## src/rtl/periph_input_decoder_if.sv

```systemverilog
// periph_input_decoder_if: sample strobe/data in, debounced button events out
interface periph_input_decoder_if #(
    parameter int ADC_WIDTH = 12,
    parameter int NUM_CH = 5
);
    logic sample_valid;
    logic [NUM_CH*ADC_WIDTH-1:0] ch_data;
    logic [2*NUM_CH-1:0] btn_level;
    logic [2*NUM_CH-1:0] btn_press;
    logic [2*NUM_CH-1:0] btn_release;
    logic [2*NUM_CH-1:0] btn_repeat;
    modport master (
        output sample_valid, ch_data,
        input btn_level, btn_press, btn_release, btn_repeat
    );
    modport slave (
        input sample_valid, ch_data,
        output btn_level, btn_press, btn_release, btn_repeat
    );
endinterface

```

## src/rtl/periph_input_decoder.sv

```systemverilog
// periph_input_decoder: ADC band decode into buttons with per-button debounce and auto-repeat
module periph_input_decoder #(
    parameter int ADC_WIDTH = 12,
    parameter int NUM_CH = 5,
    parameter logic [NUM_CH-1:0] TERNARY_MASK = 5'b00111,
    parameter logic [ADC_WIDTH-1:0] HI_TH = 12'hCFF,
    parameter logic [ADC_WIDTH-1:0] MID_TH = 12'h5FF,
    parameter logic [ADC_WIDTH-1:0] BIN_TH = 12'h800,
    parameter int DEBOUNCE_SAMPLES = 4,
    parameter int REPEAT_DELAY = 20,
    parameter int REPEAT_PERIOD = 8
) (
    input logic clk,
    input logic reset,
    periph_input_decoder_if.slave dec_if
);
    localparam int NUM_BTN = 2 * NUM_CH;
    localparam int DW = $clog2(DEBOUNCE_SAMPLES + 1);
    localparam int REP_MAX = REPEAT_DELAY > REPEAT_PERIOD ? REPEAT_DELAY : REPEAT_PERIOD;
    localparam int RW = $clog2(REP_MAX + 1);
    localparam logic [DW-1:0] DB_LAST = DW'(DEBOUNCE_SAMPLES - 1);
    localparam logic [RW-1:0] REP_FIRST = RW'(REPEAT_DELAY - 1);
    localparam logic [RW-1:0] REP_NEXT = RW'(REPEAT_PERIOD - 1);
    localparam logic REP_EN = REPEAT_DELAY != 0;

    logic [NUM_BTN-1:0] cand, flip, held, hit;
    logic [NUM_BTN-1:0] level_q, level_d, press_q, press_d, rel_q, rel_d;
    logic [NUM_BTN-1:0] rpt_q, rpt_d, first_q, first_d;
    logic [DW-1:0] db_cnt_q [NUM_BTN];
    logic [DW-1:0] db_cnt_d [NUM_BTN];
    logic [RW-1:0] rep_cnt_q [NUM_BTN];
    logic [RW-1:0] rep_cnt_d [NUM_BTN];

    genvar c;
    for (c = 0; c < NUM_CH; c++) begin : g_ch
        logic [ADC_WIDTH-1:0] raw;
        assign raw = dec_if.ch_data[c*ADC_WIDTH +: ADC_WIDTH];
        assign cand[2*c] = TERNARY_MASK[c] ? raw > HI_TH : raw < BIN_TH;
        assign cand[2*c+1] = TERNARY_MASK[c] && raw > MID_TH && raw < HI_TH;
    end

    // A release in this cycle drops the button out of the held state, which also kills any due repeat
    always_comb begin
        flip = '0;
        held = '0;
        hit = '0;
        level_d = level_q;
        press_d = '0;
        rel_d = '0;
        rpt_d = '0;
        first_d = first_q;
        db_cnt_d = db_cnt_q;
        rep_cnt_d = rep_cnt_q;
        for (int b = 0; b < NUM_BTN; b++) begin
            flip[b] = dec_if.sample_valid && cand[b] != level_q[b] && db_cnt_q[b] == DB_LAST;
            level_d[b] = flip[b] ? cand[b] : level_q[b];
            press_d[b] = flip[b] && cand[b];
            rel_d[b] = flip[b] && !cand[b];
            db_cnt_d[b] = !dec_if.sample_valid ? db_cnt_q[b] :
                          (cand[b] == level_q[b] || flip[b]) ? '0 : db_cnt_q[b] + 1'b1;
            held[b] = level_q[b] && !rel_d[b];
            hit[b] = REP_EN && held[b] && rep_cnt_q[b] == (first_q[b] ? REP_NEXT : REP_FIRST);
            rpt_d[b] = hit[b];
            rep_cnt_d[b] = (!held[b] || hit[b]) ? '0 : rep_cnt_q[b] + 1'b1;
            first_d[b] = held[b] && (first_q[b] || hit[b]);
        end
    end

    always_ff @(posedge clk) begin
        if (reset) begin
            level_q <= '0;
            press_q <= '0;
            rel_q <= '0;
            rpt_q <= '0;
            first_q <= '0;
            db_cnt_q <= '{default: '0};
            rep_cnt_q <= '{default: '0};
        end else begin
            level_q <= level_d;
            press_q <= press_d;
            rel_q <= rel_d;
            rpt_q <= rpt_d;
            first_q <= first_d;
            db_cnt_q <= db_cnt_d;
            rep_cnt_q <= rep_cnt_d;
        end
    end

    assign dec_if.btn_level = level_q;
    assign dec_if.btn_press = press_q;
    assign dec_if.btn_release = rel_q;
    assign dec_if.btn_repeat = rpt_q;
endmodule

```

## src/flat_wrapper.sv

```systemverilog
// flat-port wrapper written by rule: the top's interface ports become plain ports
module periph_input_decoder_flat 
#(
    parameter int ADC_WIDTH = 12,
    parameter int NUM_CH = 5,
    parameter logic [NUM_CH-1:0] TERNARY_MASK = 5'b00111,
    parameter logic [ADC_WIDTH-1:0] HI_TH = 12'hCFF,
    parameter logic [ADC_WIDTH-1:0] MID_TH = 12'h5FF,
    parameter logic [ADC_WIDTH-1:0] BIN_TH = 12'h800,
    parameter int DEBOUNCE_SAMPLES = 4,
    parameter int REPEAT_DELAY = 20,
    parameter int REPEAT_PERIOD = 8
)
  (clk, reset, dec_if_sample_valid, dec_if_ch_data, dec_if_btn_level, dec_if_btn_press, dec_if_btn_release, dec_if_btn_repeat);
  periph_input_decoder_if #(.ADC_WIDTH(ADC_WIDTH), .NUM_CH(NUM_CH)) dec_if_i ();
  input logic clk;
  input logic reset;
  input wire logic [$bits(dec_if_i.sample_valid)-1:0] dec_if_sample_valid;
  input wire logic [$bits(dec_if_i.ch_data)-1:0] dec_if_ch_data;
  output wire logic [$bits(dec_if_i.btn_level)-1:0] dec_if_btn_level;
  output wire logic [$bits(dec_if_i.btn_press)-1:0] dec_if_btn_press;
  output wire logic [$bits(dec_if_i.btn_release)-1:0] dec_if_btn_release;
  output wire logic [$bits(dec_if_i.btn_repeat)-1:0] dec_if_btn_repeat;
  assign dec_if_i.sample_valid = dec_if_sample_valid;
  assign dec_if_i.ch_data = dec_if_ch_data;
  assign dec_if_btn_level = dec_if_i.btn_level;
  assign dec_if_btn_press = dec_if_i.btn_press;
  assign dec_if_btn_release = dec_if_i.btn_release;
  assign dec_if_btn_repeat = dec_if_i.btn_repeat;
  periph_input_decoder #(.ADC_WIDTH(ADC_WIDTH), .NUM_CH(NUM_CH), .TERNARY_MASK(TERNARY_MASK), .HI_TH(HI_TH), .MID_TH(MID_TH), .BIN_TH(BIN_TH), .DEBOUNCE_SAMPLES(DEBOUNCE_SAMPLES), .REPEAT_DELAY(REPEAT_DELAY), .REPEAT_PERIOD(REPEAT_PERIOD)) u_core (.clk(clk), .reset(reset), .dec_if(dec_if_i));
endmodule
```

## config.mk

```make
export PLATFORM = sky130hd
export DESIGN_NAME = periph_input_decoder_flat
export DESIGN_NICKNAME = d
export VERILOG_FILES = /design/src/rtl/periph_input_decoder_if.sv /design/src/rtl/periph_input_decoder.sv /design/src/flat_wrapper.sv
export SDC_FILE = /design/constraint.sdc
export NUM_CORES = 1
export LEC_CHECK = 0
export ABC_AREA = 1
export CAP_MARGIN = 0
export CORE_ASPECT_RATIO = 1.5
export CORE_MARGIN = 2
export CORE_UTILIZATION = 50
export CTS_CLUSTER_DIAMETER = 40
export DETAILED_ROUTE_END_ITERATION = 7
export GPL_TIMING_DRIVEN = 0
export HOLD_SLACK_MARGIN = 0.05
export PLACE_DENSITY_LB_ADDON = 0.1
export SETUP_SLACK_MARGIN = 0.02
export SLEW_MARGIN = 10
export SYNTH_ARGS = -nofsm -noshare
export SYNTH_HDL_FRONTEND = slang
export SYNTH_SLANG_ARGS = --single-unit
```

## constraint.sdc

```tcl
create_clock -name clk -period 1.6 [get_ports clk]
set_clock_uncertainty 0.15 [all_clocks]
set_input_delay 0.16 -clock clk [delete_from_list [all_inputs] [get_ports clk]]
set_output_delay 0.16 -clock clk [all_outputs]
set_load 0.1 [all_outputs]
```

* Word level (Yosys, flattened, before mapping) *
Index checks and enable logic that the tools add are counted.

word-level totals
  logic and storage cells = 219
  register bits after elaboration = 106
  output and inout port bits = 40
  input port bits = 63

cells by class
  reduce and logical (&&, ||, !) cells = 115
  mux-type cells = 16
  equal/unequal tests = 32
  magnitude comparators = 11
  add/sub/neg operators = 16

operators by type and width
  cell                                                                                count
  12-bit < comparator (second input constant)                                         5
  1-bit logical AND                                                                   59
  5-bit by 1-bit adder with 5-bit output (second input constant)                      8
  5-bit == test                                                                       8
  5-bit 2-to-1 mux                                                                    8
  12-bit by 11-bit greater-than comparator with 1-bit output (second input constant)  3
  12-bit greater-than comparator (second input constant)                              3
  3-bit by 1-bit adder with 3-bit output (second input constant)                      8
  3-bit by 2-bit == test with 1-bit output (second input constant)                    8
  1-bit zero test                                                                     24
  1-bit logical OR                                                                    24
  3-bit 2-to-1 mux                                                                    8
  2-bit OR reduction                                                                  8
  1-bit == test                                                                       8
  1-bit != test                                                                       8

* Longest topological paths before layout *
  depth in word-level cells = 11
  gate-level depth with buffers = 8
  mapped depth without buffers = 8

* Worst setup path before layout *
No wires, ideal clock.

  path type = flip-flop to flip-flop
  from = register u_core.level_q[4] (netlist: u_core.dec_if.btn_level[4])
  to = register u_core.level_q[4] (netlist: u_core.dec_if.btn_level[4])
  period minus slack after synthesis = 2.011 ns
  data arrival time = 1.734 ns
  setup time = 0.127 ns
  buffers on the path = 0
  setup slack = -0.411 ns
  cell stages (with the launch flop) = 8
  data required time = 1.323 ns
  path through = dfxtp_1 -> inv_1 -> o21ai_1 -> nand3_2 -> nor2_2 -> nor2_4 -> nand2_1 -> o21ai_1

between the ends
  longest elaborated chain between the ends = 3

RTL lines
  what                            line                        RTL
  from (decl)                     periph_input_decoder.sv:27  logic [NUM_BTN-1:0] level_q, level_d, press_q, press_d, rel_q, rel_d;
  from (signal assigned)          periph_input_decoder.sv:79  level_q <= level_d;
  1-bit != test                   periph_input_decoder.sv:55  flip[b] = dec_if.sample_valid && cand[b] != level_q[b] && db_cnt_q[b] == DB_LAST;
  1-bit logical AND (2 in a row)  periph_input_decoder.sv:55

No other way between the ends.
A chain may end at the register's enable or synchronous reset.

* Worst setup path after layout *
  from = register u_core.level_q[6] (netlist: u_core.dec_if.btn_level[6])
  to = output dec_if_btn_level[6]

RTL lines
  what       line                RTL
  to (decl)  flat_wrapper.sv:20  output wire logic [$bits(dec_if_i.btn_level)-1:0] dec_if_btn_level;

No word-level cell between the ends.

==> results.toml <==
[run_status]
status = "complete, no violations"

[timing]
maxSlewViolCount = 0
rsz0062_at_grt = "true"
holdWs_ns = 0.296
fin_crit_sh_pct = 96.6
relSlewSlack_pct = 59.1
period_needed_ns = 1.55
setup_violations = 0
worst_pin_slew_ns = 0.613
clock.fmax_mhz = 647
hold_violations = 0

[synth]
synth-seq-area-share_pct = 46.5
synth_async_sr_flop_share_pct = 0
synth-edff-count = 0
synth.avg_cell_area_um2 = 8.40
ys.flop_type = "dfxtp_1"
netlist_area_um2 = 4480
synth.distinct_cells = 37
yosys_register_bits = 104
synth_warnings = 0
synth_cells = 533

[global_routing]
antenna_found_initial = 0
grt_max_degree = 15
grt-ovfl-total = 0
grt_pass1_wl_um = 14300
grtUsageTotal_pct = 18.9
first_global_vias = 3423

[setup_path]
path_buf_inv = 1
path_cells = "clkdlybuf4s18_2"
max_stage_delay_ns = 0.53
slowest_stage = "clkdlybuf4s18_2"
crit_fanout = 4
arrival_ns = 1.24
cp.required_ns = 1.29
r2r-start = "u_core.db_cnt_q[9]"
cp-start-kind = "register"
critical_path_class = "reg2out"
critical-path-top-delay-family = "buffers and inverters"
r2r_slack_ns = 0.11
end_kind = "primary output"
critPathLaunch = "u_core.dec_if.btn_level[6]"

[power]
seqPwrFrac_pct = 52.8
p_switching_w = 0.00111
p_int_w = 0.00384
ir_drop_mv = 0.632
comb_power_share_pct = 8.0
netSwitchingFraction_pct = 22.4
p_leak_nw = 2.19
p_per_area_nw_per_um2 = 872
power.total_w = 0.00495
clkPwrFrac_pct = 39.1

[placement]
gp_routability_congestion = 0.737
io_buffers = 72
place_inst = 722
place_area_um2 = 5380
place_hpwl_um = 6530

[run]
max_cap_viol_count = 0

[detailed_routing]
routed_wl_um = 8690
dr.first_iter.drc_count = 116
vias = 3639
wl_per_cell_um = 11.8
viasPerCell = 4.94
drc = 0
firstDrtPassIters = 4
drtAntennaViolNets = 0

[floorplan]
design.die.area_um2 = 9750
rows = 42
io_pins = 103
die_y_um = 120
initial_core_util_pct = 51.0
die_width_um = 81.3
core-area_um2 = 8780

[cells_and_area]
fin_nets = 710
drive_gt1_share_pct = 17.6
final_cell_mix = "dfxtp_1 (96), nor2_1 (73), nand2_1 (64)"
layout_commonest_cell = "dfxtp_1"
fin_cells = 736
fillCellCount = 789
fin_area_um2 = 5670
area_growth_pct = 26.6
antennaDiodeCount = 0

[clocking]
post_cts_buffers = 0
clkSinkCount = 104
cts_buffer_depth = 2
cts_hold_buf = 0
clock_latency_ns = 0.34
cts-root-buf = "clkbuf_16"
numCtsBuffers = 9
cts_max_level = 3
tritoncts = "built"
clk_pin_slew_ns = 0.06

[hold_path]
hold_start = "u_core.rep_cnt_q[5]"
hold_path_class = "reg2reg"
[worst reg2reg max path, delay by kind of cell, from the launching register on]
family | cells | cell delay [ns]
AND/OR/NAND/NOR | 3 | 0.53
adder cells (fa/ha/maj) | 2 | 0.41
flip-flops | 1 | 0.33
[worst paths after layout]
kind | end | cells after the start
max reg2reg | u_core.rep_cnt_q[17] | 5
max | dec_if_btn_level[6] | 1
min | u_core.rep_cnt_q[5] | 1
min reg2reg | u_core.rep_cnt_q[5] | 1
[final cells by class]
cell class                      instances  area, um2  area share [%]
Multi-Input combinational cell        357       2110            37.2
Sequential cell                       104       2100            37.0
Timing Repair Buffer                   72        733            12.9
Clock buffer                           13        250            4.41
Inverter                               62        233            4.10
Tap cell                              110        138            2.43
Buffer                                 17        104            1.83
Clock inverter                          1       5.00          0.0882
[metal layers]
layer	track usage, %	vias up	share of wire [%]
li1	-	1901	-
met1	20.4	1666	41
met2	34.4	60	54
met3	2.93	12	3.3
met4	9.32	0	2.2
met5	0	-	0
[state kept, by name, indices dropped and copies added, names as in the netlist]
name and cells:
u_core.rep_cnt_q 40, u_core.db_cnt_q 24, u_core.dec_if.btn_level 8, u_core.dec_if.btn_press 8
u_core.dec_if.btn_release 8, u_core.dec_if.btn_repeat 8, u_core.first_q 8
[synthesized netlist by cell type, types with 2 or more instances]
| master | count | share of area, % |
|---|---|---|
| nand2_1 | 66 | 5.5 |
| a21o_1 | 2 | 0.34 |
| nand2_2 | 4 | 0.56 |
| nand3_1 | 33 | 3.7 |
| nor3b_2 | 2 | 0.56 |
| ha_1 | 24 | 6.7 |
| inv_1 | 61 | 5.1 |
| nand4_1 | 15 | 2.1 |
| a21oi_2 | 4 | 0.78 |
| xor2_1 | 13 | 2.5 |
| a211oi_1 | 2 | 0.34 |
| or3_1 | 2 | 0.28 |
| clkbuf_1 | 3 | 0.25 |
| buf_2 | 4 | 0.45 |
| a21oi_1 | 37 | 4.1 |
| o21ai_0 | 13 | 1.5 |
| nor2_4 | 7 | 1.8 |
| nor3_1 | 5 | 0.56 |
| dfxtp_1 | 104 | 46 |
| nor2_1 | 73 | 6.1 |
| buf_4 | 9 | 1.5 |
| nor2_2 | 12 | 1.7 |
| o21ai_1 | 6 | 0.67 |
| o21a_1 | 5 | 0.84 |
| xnor2_1 | 7 | 1.4 |
| nand3_2 | 4 | 0.89 |
| nand4_2 | 3 | 0.84 |
| nor4_1 | 4 | 0.56 |
[power groups by stage]
stage / combinational (W) / sequential (W) / clock [W]
floorplan: 0.000241 / 0.00267 / 0
global route: 0.000432 / 0.00261 / 0.00208
detailed placement: 0.000396 / 0.00267 / 0
finish: 0.000397 / 0.00261 / 0.00194
global placement: 0.000389 / 0.00267 / 0
CTS: 0.000398 / 0.00261 / 0.00200
[cells by family (layout without fill, tap and decap cells)]
logic type | Yosys count | after routing | synth area share, %
adder cells (fa/ha/maj) | 24 | 24 | 6.70
AND/OR/NAND/NOR | 235 | 235 | 26.6
buffers and inverters | 79 | 165 | 7.49
AO/OA/AOI/OAI | 70 | 70 | 8.74
flip-flops | 104 | 104 | 46.5
other | 1 | 8 | 0.0837
XOR/XNOR | 20 | 20 | 3.91
[through the flow]
step / util (%) / TNS, ns / setup WS [ns]
after CTS: 64.4 / 0 / 0.0252
final: 64.6 / 0 / 0.0536
after detailed placement: 61.3 / -16.56 / -0.397
after floorplan: - / 0 / 0.0285
after global routing: 64.6 / 0 / 0.0151
after global placement: 61.3 / -15.12 / -0.381
[what timing repair did]
item                                    in CTS  in global routing
gates resized for setup                    105                  7
pin swaps                                    0                  2
endpoints found under the setup margin      42                  6
Power figures use the tool's default switching activity.
